[config.mk]
export PLATFORM = sky130hd
export DESIGN_NAME = apb_reg_arbiter
export DESIGN_NICKNAME = d
export VERILOG_FILES = /design/src/rtl/apb_reg_arbiter_pkg.sv /design/src/rtl/apb_reg_arbiter_rr_arbiter.sv /design/src/rtl/apb_reg_arbiter.sv
export SDC_FILE = /design/constraint.sdc
export NUM_CORES = 1
export LEC_CHECK = 0
export ABC_AREA = 1
export CORE_MARGIN = 2
export CORE_UTILIZATION = 46
export DETAILED_ROUTE_END_ITERATION = 12
export GPL_ROUTABILITY_DRIVEN = 1
export PLACE_DENSITY_LB_ADDON = 0.25
export SKIP_LAST_GASP = 1
export SLEW_MARGIN = 20
export SYNTH_ARGS = -nofsm -noshare
export SYNTH_HDL_FRONTEND = slang
export SYNTH_SLANG_ARGS = --single-unit
[constraint.sdc]
create_clock -name pclk -period 2.2 [get_ports pclk]
set_clock_uncertainty 0.15 [all_clocks]
set_input_delay 0.44 -clock pclk [delete_from_list [all_inputs] [get_ports pclk]]
set_output_delay 0.44 -clock pclk [all_outputs]
set_load 0.02 [all_outputs]
[src/rtl/apb_reg_arbiter_pkg.sv]
// Shared types and constants for the APB register arbiter.
// The optional ACCESS timeout is compiled in with APB_ARB_TIMEOUT_EN.
package apb_reg_arbiter_pkg;

  typedef enum logic [1:0] {
    IDLE   = 2'd0,
    SETUP  = 2'd1,
    ACCESS = 2'd2
  } state_t;

  // One-hot register selects understood by the slave.
  localparam logic [7:0] REG_A = 8'h01;
  localparam logic [7:0] REG_B = 8'h02;
  localparam logic [7:0] REG_C = 8'h04;
  localparam logic [7:0] REG_D = 8'h08;
  localparam logic [7:0] REG_E = 8'h10;
  localparam logic [7:0] REG_F = 8'h20;
  localparam logic [7:0] REG_G = 8'h40;
  localparam logic [7:0] REG_H = 8'h80;

  localparam int TIMEOUT_CYCLES_DEFAULT = 16;

  // True when exactly one bit of the register select is set.
  function automatic logic is_one_hot(input logic [7:0] addr);
    return (addr != 8'h00) && ((addr & (addr - 8'h01)) == 8'h00);
  endfunction

endpackage

[src/rtl/apb_reg_arbiter_rr_arbiter.sv]
// Round-robin arbiter: picks the first active request at or after the
// pointer, and moves the pointer just past the winner whenever it grants.
module rr_arbiter #(
  parameter int NUM_REQ = 2
) (
  input  logic                       pclk,
  input  logic                       preset_n,
  input  logic [NUM_REQ-1:0]         req,
  output logic [NUM_REQ-1:0]         grant,
  output logic [$clog2(NUM_REQ)-1:0] grant_idx
);

  localparam int IDXW = $clog2(NUM_REQ);

  logic [IDXW-1:0] ptr_reg;
  logic [IDXW-1:0] cand;
  int              cand_int;
  logic            found;

  // Search the request vector starting at the pointer, wrapping once.
  always_comb begin
    grant     = '0;
    grant_idx = '0;
    found     = 1'b0;
    cand      = '0;
    cand_int  = 0;
    for (int off = 0; off < NUM_REQ; off++) begin
      cand_int = int'(ptr_reg) + off;
      if (cand_int >= NUM_REQ) begin
        cand_int = cand_int - NUM_REQ;
      end
      cand = IDXW'(cand_int);
      if (!found && req[cand]) begin
        found       = 1'b1;
        grant[cand] = 1'b1;
        grant_idx   = cand;
      end
    end
  end

  // Advance the pointer to the requester after the winner on every grant.
  always_ff @(posedge pclk or negedge preset_n) begin
    if (!preset_n) begin
      ptr_reg <= '0;
    end else if (|req) begin
      ptr_reg <= (grant_idx == IDXW'(NUM_REQ - 1)) ? '0 : grant_idx + 1'b1;
    end
  end

endmodule

[src/rtl/apb_reg_arbiter.sv]
// Arbitrating APB master sharing the 8-register slave between NUM_REQ
// requesters. Define APB_ARB_TIMEOUT_EN to bound ACCESS wait states to
// TIMEOUT_CYCLES; otherwise ACCESS waits for pready indefinitely.
// State and APB outputs are both registered, so the bus phase lags the
// FSM state by one cycle: psel rises on the edge leaving SETUP and
// penable on the first edge spent in ACCESS.
module apb_reg_arbiter
  import apb_reg_arbiter_pkg::*;
#(
  parameter int NUM_REQ        = 2,
  parameter int TIMEOUT_CYCLES = TIMEOUT_CYCLES_DEFAULT
) (
  input  logic                 pclk,
  input  logic                 preset_n,
  input  logic [NUM_REQ-1:0]   req_valid,
  input  logic [NUM_REQ-1:0]   req_write,
  input  logic [8*NUM_REQ-1:0] req_addr,
  input  logic [8*NUM_REQ-1:0] req_wdata,
  output logic [NUM_REQ-1:0]   req_done,
  output logic [7:0]           req_rdata,
  output logic                 req_err,
  output logic                 psel,
  output logic                 penable,
  output logic                 pwrite,
  output logic [7:0]           paddr,
  output logic [7:0]           pwdata,
  input  logic [7:0]           prdata,
  input  logic                 pready,
  input  logic                 psvlerr
);

  localparam int IDXW = $clog2(NUM_REQ);

  state_t              state_reg;
  logic [IDXW-1:0]     gidx_reg;
  logic                legal_reg;
  logic                write_reg;
  logic [7:0]          addr_reg;
  logic [7:0]          wdata_reg;

  logic [NUM_REQ-1:0]  arb_req;
  logic [NUM_REQ-1:0]  arb_grant;
  logic [IDXW-1:0]     arb_idx;
  logic                sel_write;
  logic [7:0]          sel_addr;
  logic [7:0]          sel_wdata;
  logic [NUM_REQ-1:0]  g_onehot;

`ifdef APB_ARB_TIMEOUT_EN
  localparam int TOW = $clog2(TIMEOUT_CYCLES + 1);
  logic [TOW-1:0] to_cnt_reg;
`else
  logic unused_timeout;
  assign unused_timeout = (TIMEOUT_CYCLES > 0);
`endif

  // Only arbitrate in IDLE; a requester completing this cycle sits out.
  assign arb_req = (state_reg == IDLE) ? (req_valid & ~req_done) : '0;

  rr_arbiter #(.NUM_REQ(NUM_REQ)) u_rr (
    .pclk      (pclk),
    .preset_n  (preset_n),
    .req       (arb_req),
    .grant     (arb_grant),
    .grant_idx (arb_idx)
  );

  // Pick the winner's request fields and build the done mask for the latched grant.
  always_comb begin
    sel_write = 1'b0;
    sel_addr  = '0;
    sel_wdata = '0;
    g_onehot  = '0;
    for (int i = 0; i < NUM_REQ; i++) begin
      if (arb_grant[i]) begin
        sel_write = req_write[i];
        sel_addr  = req_addr[i*8 +: 8];
        sel_wdata = req_wdata[i*8 +: 8];
      end
    end
    g_onehot[gidx_reg] = 1'b1;
  end

  // Transfer FSM with registered APB and requester-side outputs.
  always_ff @(posedge pclk or negedge preset_n) begin
    if (!preset_n) begin
      state_reg  <= IDLE;
      gidx_reg   <= '0;
      legal_reg  <= 1'b0;
      write_reg  <= 1'b0;
      addr_reg   <= '0;
      wdata_reg  <= '0;
      psel       <= 1'b0;
      penable    <= 1'b0;
      pwrite     <= 1'b0;
      paddr      <= '0;
      pwdata     <= '0;
      req_done   <= '0;
      req_rdata  <= '0;
      req_err    <= 1'b0;
`ifdef APB_ARB_TIMEOUT_EN
      to_cnt_reg <= '0;
`endif
    end else begin
      req_done <= '0;
      case (state_reg)
        IDLE: begin
          if (|arb_req) begin
            gidx_reg   <= arb_idx;
            write_reg  <= sel_write;
            addr_reg   <= sel_addr;
            wdata_reg  <= sel_wdata;
            legal_reg  <= is_one_hot(sel_addr);
`ifdef APB_ARB_TIMEOUT_EN
            to_cnt_reg <= '0;
`endif
            state_reg  <= SETUP;
          end
        end
        SETUP: begin
          if (legal_reg) begin
            psel      <= 1'b1;
            penable   <= 1'b0;
            paddr     <= addr_reg;
            pwrite    <= write_reg;
            pwdata    <= wdata_reg;
            state_reg <= ACCESS;
          end else begin
            // Malformed select: answer with an error without touching the bus.
            req_done  <= g_onehot;
            req_err   <= 1'b1;
            req_rdata <= '0;
            state_reg <= IDLE;
          end
        end
        ACCESS: begin
          if (!penable) begin
            penable <= 1'b1;
          end else if (pready) begin
            psel      <= 1'b0;
            penable   <= 1'b0;
            req_done  <= g_onehot;
            req_rdata <= write_reg ? 8'h00 : prdata;
            req_err   <= psvlerr;
            state_reg <= IDLE;
          end
`ifdef APB_ARB_TIMEOUT_EN
          else if (to_cnt_reg == TOW'(TIMEOUT_CYCLES - 1)) begin
            psel      <= 1'b0;
            penable   <= 1'b0;
            req_done  <= g_onehot;
            req_rdata <= '0;
            req_err   <= 1'b1;
            state_reg <= IDLE;
          end else begin
            to_cnt_reg <= to_cnt_reg + 1'b1;
          end
`endif
        end
        default: state_reg <= IDLE;
      endcase
    end
  end

endmodule

Yosys cells after proc, flatten, opt, wreduce, memory -nomap -nowiden
Cells that the tools add are included.
Word-level totals
  flip-flop bits (word level): 52
  input bits: 48
  output and inout port bits: 30
  word-level logic and storage cells: 107
Cells by class
  $add $sub $neg: 5
  $lt $le $gt $ge: 8
  equal/unequal tests: 7
  muxes and demuxes: 51
  bitwise gates (word level): 4
  reductions and logical operators: 17
Operators with widths (number)
  $mux W8: 8
  $mux W1: 24
  $mux W2: 10
  $pmux W8 S2: 1
  $and A8 B8 Y8: 1
  $logic_not A8 Y1: 1
  $ne A2 B2 Y1 const B: 4
  $reduce_and A4 Y1: 2
  $reduce_bool A8 Y1: 1
  $sub A8 B1 Y8 const B: 1
  $lt A1 B2 Y1 const B: 3
  $pmux W1 S2: 3
  $pmux W2 S3: 1
  $reduce_and A2 Y1: 3
  $logic_and A1 B1 Y1: 5
  $pmux W2 S2: 1
  $demux W1 S1: 3
  $ge A1 B1 Y1 const B: 3
  $reduce_and A3 Y1: 1
  $add A1 B1 Y2 const B: 1
  $and A2 B2 Y2: 1
  $eq A2 B1 Y1 const B: 1
  $eq A2 B2 Y1 const B: 1
  $ge A1 B2 Y1 const B: 1
  10 further kinds: 11

Longest topological paths before layout
  depth after elaboration: 15
  mapped depth: 12
  gate-level depth less buffers: 12

Modules after synthesis
From an unflattened synthesis, not the netlist that was laid out.
Second synthesis, totals
  cells, all modules: 288
  area total of the unflattened synthesis: 2422.3 um2
By module, submodules not included
  apb_reg_arbiter: instances 1, cells each 276, area an instance 2354.8 um2
  rr_arbiter: instances 1, cells each 12, area an instance 67.6 um2

Worst setup path after synthesis
No wires, ideal clock.
  path type: flip-flop to flip-flop
  from: reg state_reg[0]
  to: reg legal_reg
  library setup time: 75 ps
  arrival time: 1608 ps
  data required time: 1975 ps
  setup slack: 366 ps
  cell stages (with the launch flop): 13
  buffers on the path: 0
  period minus slack after synthesis: 1834 ps
  cell sequence: dfrtp_1 > inv_1 > ha_1 > nand2_2 > nor2_4 > nand2_4 > nand3_2 > nand2_2 > nor2_4 > nand2_2 > o21ai_1 > nand3_1 > o21bai_2
On the way
  cells in the longest elaborated chain, start to end: 14
  elaborated cells between the ends (all ways): 21
  classes of those cells: add/sub: 1; mux: 10; bitwise: 2; reduce/logical: 8
RTL lines
  start, declared: RTL line apb_reg_arbiter.sv:34  | state_t state_reg;
  start signal, assigned: RTL line apb_reg_arbiter.sv:87  | state_reg <= IDLE;
  start signal, assigned: RTL line apb_reg_arbiter.sv:117  | state_reg <= SETUP;
  start signal, assigned: RTL line apb_reg_arbiter.sv:127  | state_reg <= ACCESS;
  $logic_not A2 Y1 *: RTL line apb_reg_arbiter.sv:58, apb_reg_arbiter.sv:106
  $mux W2: RTL line apb_reg_arbiter.sv:58  | assign arb_req = (state_reg == IDLE) ? (req_valid & ~req_done) : '0;
  $mux W1 (implied by the code) (2 in series): RTL line apb_reg_arbiter_rr_arbiter.sv:33  | if (!found && req[cand]) begin
  $mux W1: RTL line apb_reg_arbiter_rr_arbiter.sv:33
  $logic_not A1 Y1: RTL line apb_reg_arbiter_rr_arbiter.sv:33
  $logic_and A1 B1 Y1: RTL line apb_reg_arbiter_rr_arbiter.sv:33
  $mux W2: RTL line apb_reg_arbiter_rr_arbiter.sv:33
  $mux W8 (2 in series): RTL line apb_reg_arbiter.sv:75  | if (arb_grant[i]) begin
  $sub A8 B1 Y8: RTL line apb_reg_arbiter_pkg.sv:25  | return (addr != 8'h00) && ((addr & (addr - 8'h01)) == 8'h00);
  $and A8 B8 Y8: RTL line apb_reg_arbiter_pkg.sv:25
  $logic_not A8 Y1: RTL line apb_reg_arbiter_pkg.sv:25
  $logic_and A1 B1 Y1: RTL line apb_reg_arbiter_pkg.sv:25
  end signal, assigned: RTL line apb_reg_arbiter.sv:113  | legal_reg <= is_one_hot(sel_addr);
  end, declared: RTL line apb_reg_arbiter.sv:36  | logic legal_reg;
Mark *: on every way between the ends. The rest lies on a longest branch, timed or not. The select of a mux whose other input is x is not followed.
A chain may end at the register's enable or synchronous reset.

Final worst setup path
Same ends and word-level chain as after synthesis.

==> results_dict.tcl <==
set metrics [dict create \
    vias 2052 \
    total_power_w 0.00456 \
    synth.area.top_cells "dfrtp_1 55%, nand2_1 7.0%, o21ai_0 5.1%" \
    rsz0062_at_grt "false" \
    post-synth-top-count-cell "dfrtp_1" \
    die_y_um 75.6 \
    crit_type "reg -> reg" \
    drive_gt1_frac 0.137 \
    cap_violations 0 \
    antenna_left 0 \
    synth-seq-cells 52 \
    path_max_fanout 9 \
    antenna_found_initial 0 \
    syn_inst 251 \
    wl_per_cell_um 13.0 \
    synth_area_per_cell_um2 9.39 \
    maxSlewHeadroom 0.671 \
    synth-edff-count 0 \
    async_flop_share 1.00 \
    cts_buffer_depth 2 \
    clkLatencyLatePin_ps 310 \
    tns_ps 0 \
    yosys_warnings 0 \
    start_util 0.471 \
    fin_nets 393 \
    grt_pass1_vias 1872 \
    htree_levels 2 \
    core-area_um2 5010 \
    viasPerCell 4.98 \
    startpoint_type "register" \
    period_needed_ps 2070 \
    clkSlewWorstSetupHoldPaths_ps 110 \
    io_pins 78 \
    cts.sinks 52 \
    hold_class "reg -> reg" \
    arrival_ps 2170 \
    crit_required_ps 2300 \
    synth_ff_type "dfrtp_1" \
    grt_start_max_net_pins 33 \
    cts_tree "built" \
    fin_crit_sh 0.941 \
    die_area_um2 5710 \
    antenna_cells 0 \
    setup_violations 0 \
    slew_violations 0 \
    hpwl_um 4060 \
    hold_viol_final 0 \
    overflow 0 \
    worstMarginPinSlew_ps 492 \
    netlist.area_leader.share 0.552 \
    power.density_nw_per_um2 1340 \
    cts-root-buf "clkbuf_8" \
    ys_seq_area_frac 0.552 \
    track_usage 0.199 \
    dp.cells 403 \
    detail_route.first_pass.iterations 4 \
    yosysTopAreaCell "dfrtp_1" \
    rows 26 \
    port_buffers 77 \
    outcome "finished clean" \
    totalWireLength_um 5350 \
    cp-end-kind "register" \
    dieWidth_um 75.6 \
    drtIter0Drc 115 \
    fmax_ghz 0.483 \
    tritoncts.num_buffers 5 \
    syn_area_um2 2360 \
    layout.cells.non_filler 412 \
    routabilityCongestion 0.900 \
    p_leak_nw 1.51 \
    area_growth_pct 44.1 \
    cts_setup_buffers 0 \
    synth_commonest_cells "52 x dfrtp_1, 44 x nand2_1, 28 x nor2_1" \
    ir_drop_mv 0.704 \
    drc 0 \
    syn-num-nets 303 \
    ys_types 25 \
    grt_pass1_wl_um 8470 \
]
power by group:
group          internal [W]  leakage (nW)  switching [W]  total (W)
clock network      0.000241        0.0511       0.000351   0.000592
logic               0.00109         0.825        0.00128    0.00237
registers           0.00138         0.633       0.000219    0.00160
total               0.00271          1.51        0.00185    0.00456
cell usage in the layout (no fill, tap or decap), types with 3 or more instances in the layout:
cell | synthesis | layout
o211ai_1 | 4 | 4
inv_1 | 23 | 23
o21a_1 | 3 | 3
o22ai_1 | 9 | 8
nand2_1 | 44 | 44
ha_1 | 4 | 3
dfrtp_1 | 52 | 52
buf_4 | 1 | 11
o21ai_1 | 4 | 4
nor2_4 | 3 | 3
clkbuf_8 | 0 | 5
clkdlybuf4s50_1 | 0 | 76
o21ai_0 | 24 | 24
nand3_1 | 20 | 20
mux2_2 | 10 | 10
nor2_1 | 28 | 28
nand2_2 | 6 | 6
critical path: stages, from the launching register on:
cell and delay (ps):
dfrtp_1 400, inv_1 130, ha_2 240, nand2_2 80
nor2_4 130, nand2_4 110, nand3_1 120, nand2_2 90
nor2_2 150, nand2_1 70, o21ai_1 110, nand3_1 90
o21bai_2 110
layout make-up:
class / instances / area [um2]
Inverter: 23 / 86.3
Fill cell: 428 / 1610
Clock inverter: 3 / 28.8
Clock buffer: 5 / 68.8
Sequential cell: 52 / 1300
Timing Repair Buffer: 90 / 878
Tap cell: 70 / 87.6
Multi-Input combinational cell: 169 / 945
metrics by stage:
stage / util / setup slack [ps] / hold WS [ps] / instance area [um2]
after floorplan: - / 366 / -5.59 / 2360
after global placement: 0.656 / 46.2 / 259 / 3290
after detailed placement: 0.656 / -10.9 / 274 / 3290
after CTS: 0.677 / 93.6 / 280 / 3390
after global routing: 0.678 / 18.1 / 299 / 3400
final: 0.678 / 130 / 278 / 3400
cell families (layout without fill, tap and decap cells):
| logic type | after synthesis | in the layout | synth area share |
|---|---|---|---|
| multiplexers | 10 | 10 | 0.0478 |
| flip-flops | 52 | 52 | 0.552 |
| buffers and inverters | 30 | 121 | 0.0510 |
| adder cells (fa/ha/maj) | 4 | 4 | 0.0212 |
| AO/OA/AOI/OAI | 48 | 48 | 0.119 |
| AND/OR/NAND/NOR | 107 | 107 | 0.209 |
metal layers:
metal / global-route usage / part of all wire / vias to the layer above / wire length [um]
li1: - / - / 1013 / -
met1: 0.259 / 0.46 / 989 / 2470
met2: 0.335 / 0.48 / 46 / 2570
met3: 0.0503 / 0.050 / 4 / 269
met4: 0.0468 / 0.0078 / 0 / 42
met5: 0 / 0 / - / 0
path summary, 6_finish.rpt:
kind	startpoint	end	slack, ps	cells past startpoint
max in group asynchronous	preset_n	paddr[3]	890	3
min	gidx_reg	req_done[0]	280	1
max reg2reg	state_reg[0]	legal_reg	130	12
min in group asynchronous	preset_n	paddr[4]	460	2
max	state_reg[0]	legal_reg	130	12
min reg2reg	gidx_reg	req_done[0]	280	1
what timing repair did:
item	CTS	global route
hold endpoints to repair	20	0
resized for setup	0	1
hold buffers	1	0
setup endpoints to repair	0	1
Power figures use the tool's default switching activity.
